===== src/rtl/regfile_sp_param.sv =====
// Parameterised register file with one register doubling as a stack pointer.
// Push/pop adjust SP in place; wraparound raises sticky overflow/underflow flags.
module regfile_sp_param #(
  parameter int                DATA_W   = 8,
  parameter int                ADDR_W   = 2,
  parameter int                SP_IDX   = (1 << ADDR_W) - 1,
  parameter logic [DATA_W-1:0] SP_RESET = '1,
  parameter int                BYPASS   = 1
) (
  input  logic              clk,
  input  logic              rst_n,
  input  logic              we,
  input  logic [ADDR_W-1:0] rw_addr,
  input  logic [DATA_W-1:0] wd,
  input  logic              inc_sp,
  input  logic              dec_sp,
  input  logic              clr_flags,
  input  logic [ADDR_W-1:0] ra_addr,
  input  logic [ADDR_W-1:0] rb_addr,
  output logic [DATA_W-1:0] rd_a,
  output logic [DATA_W-1:0] rd_b,
  output logic [DATA_W-1:0] sp_out,
  output logic              sp_ovf,
  output logic              sp_unf
);

  localparam int                NREGS   = 1 << ADDR_W;
  localparam logic [ADDR_W-1:0] SP_ADDR = ADDR_W'(SP_IDX);

  logic [DATA_W-1:0] regs_reg [NREGS];
  logic              sp_ovf_reg;
  logic              sp_unf_reg;
  logic [DATA_W-1:0] sp_cur;
  logic [DATA_W-1:0] sp_next;
  logic              ovf_set;
  logic              unf_set;
  logic              sp_write;
  logic [NREGS-1:0]  wr_hit;

  assign sp_cur   = regs_reg[SP_ADDR];
  assign sp_write = we && (rw_addr == SP_ADDR);

  // The SP register is excluded here; its next value comes from sp_next.
  genvar gi;
  generate
    for (gi = 0; gi < NREGS; gi++) begin : g_hit
      if (gi == SP_IDX) begin : g_sp
        assign wr_hit[gi] = 1'b0;
      end else begin : g_gp
        assign wr_hit[gi] = we && (rw_addr == ADDR_W'(gi));
      end
    end
  endgenerate

  // An explicit SP write beats push, and push beats pop.
  always_comb begin
    sp_next = sp_cur;
    ovf_set = 1'b0;
    unf_set = 1'b0;
    if (sp_write) begin
      sp_next = wd;
    end else if (dec_sp) begin
      sp_next = sp_cur - DATA_W'(1);
      ovf_set = (sp_cur == '0);
    end else if (inc_sp) begin
      sp_next = sp_cur + DATA_W'(1);
      unf_set = (sp_cur == '1);
    end
  end

  always_ff @(posedge clk) begin
    if (!rst_n) begin
      for (int i = 0; i < NREGS; i++) begin
        regs_reg[i] <= (i == SP_IDX) ? SP_RESET : '0;
      end
    end else begin
      for (int i = 0; i < NREGS; i++) begin
        if (i == SP_IDX) begin
          regs_reg[i] <= sp_next;
        end else if (wr_hit[i]) begin
          regs_reg[i] <= wd;
        end
      end
    end
  end

  // Set has priority over clear so a wrap in the clearing cycle is not lost.
  always_ff @(posedge clk) begin
    if (!rst_n) begin
      sp_ovf_reg <= 1'b0;
      sp_unf_reg <= 1'b0;
    end else begin
      sp_ovf_reg <= ovf_set || (sp_ovf_reg && !clr_flags);
      sp_unf_reg <= unf_set || (sp_unf_reg && !clr_flags);
    end
  end

  // Forwarding covers wd only; sp_out always shows the stored SP.
  always_comb begin
    rd_a = regs_reg[ra_addr];
    rd_b = regs_reg[rb_addr];
    if ((BYPASS != 0) && we && (rw_addr == ra_addr)) rd_a = wd;
    if ((BYPASS != 0) && we && (rw_addr == rb_addr)) rd_b = wd;
  end

  assign sp_out = sp_cur;
  assign sp_ovf = sp_ovf_reg;
  assign sp_unf = sp_unf_reg;

endmodule


===== config.mk =====
export PLATFORM = sky130hd
export DESIGN_NAME = regfile_sp_param
export DESIGN_NICKNAME = d
export VERILOG_FILES = /design/src/rtl/regfile_sp_param.sv
export SDC_FILE = /design/constraint.sdc
export NUM_CORES = 1
export LEC_CHECK = 0
export ABC_CLOCK_PERIOD_IN_PS = 3100
export CAP_MARGIN = 20
export CORE_MARGIN = 4
export CORE_UTILIZATION = 52
export CTS_CLUSTER_DIAMETER = 30
export CTS_CLUSTER_SIZE = 30
export DETAILED_ROUTE_END_ITERATION = 7
export PLACE_DENSITY_LB_ADDON = 0.2
export SYNTH_ARGS = -nofsm -noshare
export SYNTH_HDL_FRONTEND = slang
export SYNTH_SLANG_ARGS = --single-unit

===== constraint.sdc =====
create_clock -name clk -period 3.1 [get_ports clk]
set_input_delay 0.93 -clock clk [delete_from_list [all_inputs] [get_ports clk]]
set_output_delay 0.93 -clock clk [all_outputs]
set_load 0.005 [all_outputs]

==> flow_metrics.tcl <==
set metrics [dict create \
    antenna_left 0 \
    wl_per_cell_microns 19.1 \
    drt-pass1-iter-count 4 \
    clk_pin_slew_ns 0.07 \
    std_cell_rows 24 \
    hold_depth 2 \
    ir_worst_vdd_mv 0.266 \
    hold_buffers 0 \
    synthCells 209 \
    ys_ff_latch 34 \
    start_util 0.540 \
    worstSetupPathType "in -> out" \
    avgSynthCellArea_sq_um 11.2 \
    fill_cells 287 \
    power.leakage_nw 1.35 \
    n_antenna_cell 0 \
    die_area_sq_mm 0.00566 \
    p_per_area_mw_per_mm2 433 \
    drtIter0Drc 108 \
    r2r_cells 9 \
    yosysTopAreaCell "edfxtp_1" \
    cts_tree "done" \
    worst_slew_pin_slew_ns 0.473 \
    dp_hpwl_microns 4680 \
    antenna_found_initial 0 \
    instances_no_fill 350 \
    io_pins 46 \
    yosysUniqueCellTypes 42 \
    reg2reg_setup_slack_ns 1.06 \
    seqCellArea_sq_um 921 \
    hold_start "sp_ovf" \
    route.detailed.drc 0 \
    cp_data_arrival_time_ns 2.16 \
    die_w_microns 75.2 \
    final_util 0.771 \
    outcome "complete, no violations" \
    crit_required_ns 2.17 \
    grt_pass1_vias 2141 \
    nets 324 \
    r2r-end "regs_reg[3][6]" \
    cp-start-kind "primary input" \
    p_total_mw 1.45 \
    dpl_cell_area_sq_mm 0.00312 \
    final_common_cell "buf_4" \
    skew_ns 0.00112 \
    grt_pass1_wl_microns 10600 \
    syn_nets 236 \
    dpl.cell_count 332 \
    cts_buffer_depth 2 \
    hold_viol 0 \
    syn2layout_area_growth_pct 42.7 \
    hold_ws_ns 0.483 \
    r2r-start "regs_reg[3][0]" \
    crit_path_end_kind "primary output" \
    largest_reg_flops 32 \
    synth_top_area_frac 0.307 \
    clock_latency_ns 0.29 \
    cp_max_fo 6 \
    syn_area_sq_mm 0.00235 \
    period_minus_slack_ns 3.09 \
    slew_headroom 0.684 \
    viasPerCell 5.97 \
    gp_congestion 0.887 \
    vias 2089 \
    drive_above_1_share 0.366 \
    ys_top_cells_by_area "edfxtp_1 (31%), mux4_2 (15%), dfxtp_1 (8.5%)" \
    cts_root_buf "clkbuf_8" \
    maxCapViolations 0 \
    cts_max_level 2 \
    mostFrequentLayoutCells "buf_4 (39), edfxtp_1 (24), and2_1 (23), clkdlybuf4s50_1 (22), mux4_2 (16)" \
    cts.sinks 34 \
    hold_path.class "reg -> reg" \
    io_buffers 45 \
    setup_viol 0 \
    fmax_mhz 324 \
    coreArea_sq_mm 0.00435 \
    cts_buffers 5 \
    min_to "sp_ovf" \
    synth_seq_area_share 0.392 \
    finalInstanceArea_sq_mm 0.00336 \
    dieHeight_microns 75.2 \
    wl_microns 6700 \
    period_share 0.997 \
    overflow 0 \
    multi_input_comb_area_sq_mm 0.00143 \
    grt_usage 0.255 \
    slew_violations 0 \
    yosys_warnings 0 \
    grt_max_degree 17 \
]
how the worst max path moves through the flow:
stage	slack, ns	cells after the start	from	end
after floorplan	0.21	3	ra_addr[0]	rd_a[0]
after global placement	-0.64	5	rb_addr[0]	rd_b[3]
after detailed placement	-0.67	5	ra_addr[0]	rd_a[3]
after CTS	0.001	5	rb_addr[0]	rd_b[7]
after global routing	-0.004	8	ra_addr[0]	rd_a[5]
final	0.01	7	ra_addr[1]	rd_a[5]
synth_stat cells (all sizes together):
library cell	number
nor2b	4
nor3b	3
and2	23
o311ai	1
o21ai	12
nor3	4
and3	3
mux4	16
a31oi	1
nand2b	4
inv	6
mux2	14
fa	1
o21a	3
a2111o	1
dfxtp	10
nand3	5
nor4	4
edfxtp	24
a21boi	2
ha	6
nand4b	1
mux2i	3
a21o	2
a211oi	3
a221oi	1
o311a	1
a21oi	6
nor2	10
a22oi	1
xnor2	5
a32oi	1
nand2	14
or2	1
o211ai	2
nand4	1
clkbuf	5
buf	5
final cells by class:
type                       count  area share
clock inverter                 2     0.00447
tap                           52      0.0194
inverter                       6     0.00671
multi-input combinational    159       0.425
timing repair buffer          91       0.242
sequential                    34       0.274
clock buffer                   6      0.0280
worst max-delay path: stages:
cell	delay, ns
buf_2	0.16
xnor2_2	0.25
nand3_4	0.13
buf_6	0.15
buf_4	0.13
mux2_4	0.29
buf_6	0.11
routing by layer:
metal,GRT usage,vias to the layer above,routed length (microns)
li1,-,974,-
met1,0.313,1027,2770
met2,0.454,73,3510
met3,0.0387,15,302
met4,0.0893,0,117
met5,0,-,0
metrics by stage:
step	setup slack [ns]	setup TNS (ns)
after global placement	-0.636	-9.83
after CTS	0.00124	0
final	0.00958	0
after floorplan	0.206	0
after detailed placement	-0.671	-10.17
after global routing	-0.00418	-0.00418
power breakdown:
group / switching (mW) / internal (mW) / total, mW
combinational: 0.209 / 0.295 / 0.504
clock: 0.167 / 0.206 / 0.373
sequential: 0.0491 / 0.528 / 0.577
timing repair:
item | 4_1_cts | 5_1_grt
setup buffers | 8 | 0
pin swaps | 6 | 1
hold endpoints to repair | 0 | 0
resized for setup | 78 | 13
setup endpoints to repair | 16 | 12
cloned | 2 | 0
logic make-up after synthesis:
family / synth area share
xor gates and xnor gates: 0.0186
buffers and inverters: 0.0282
muxes: 0.233
and+or+nand+nor: 0.179
DFF: 0.392
adders and majority gates: 0.0404
AOI/OAI and AO/OA: 0.109
(Power assumes the default switching activity.)
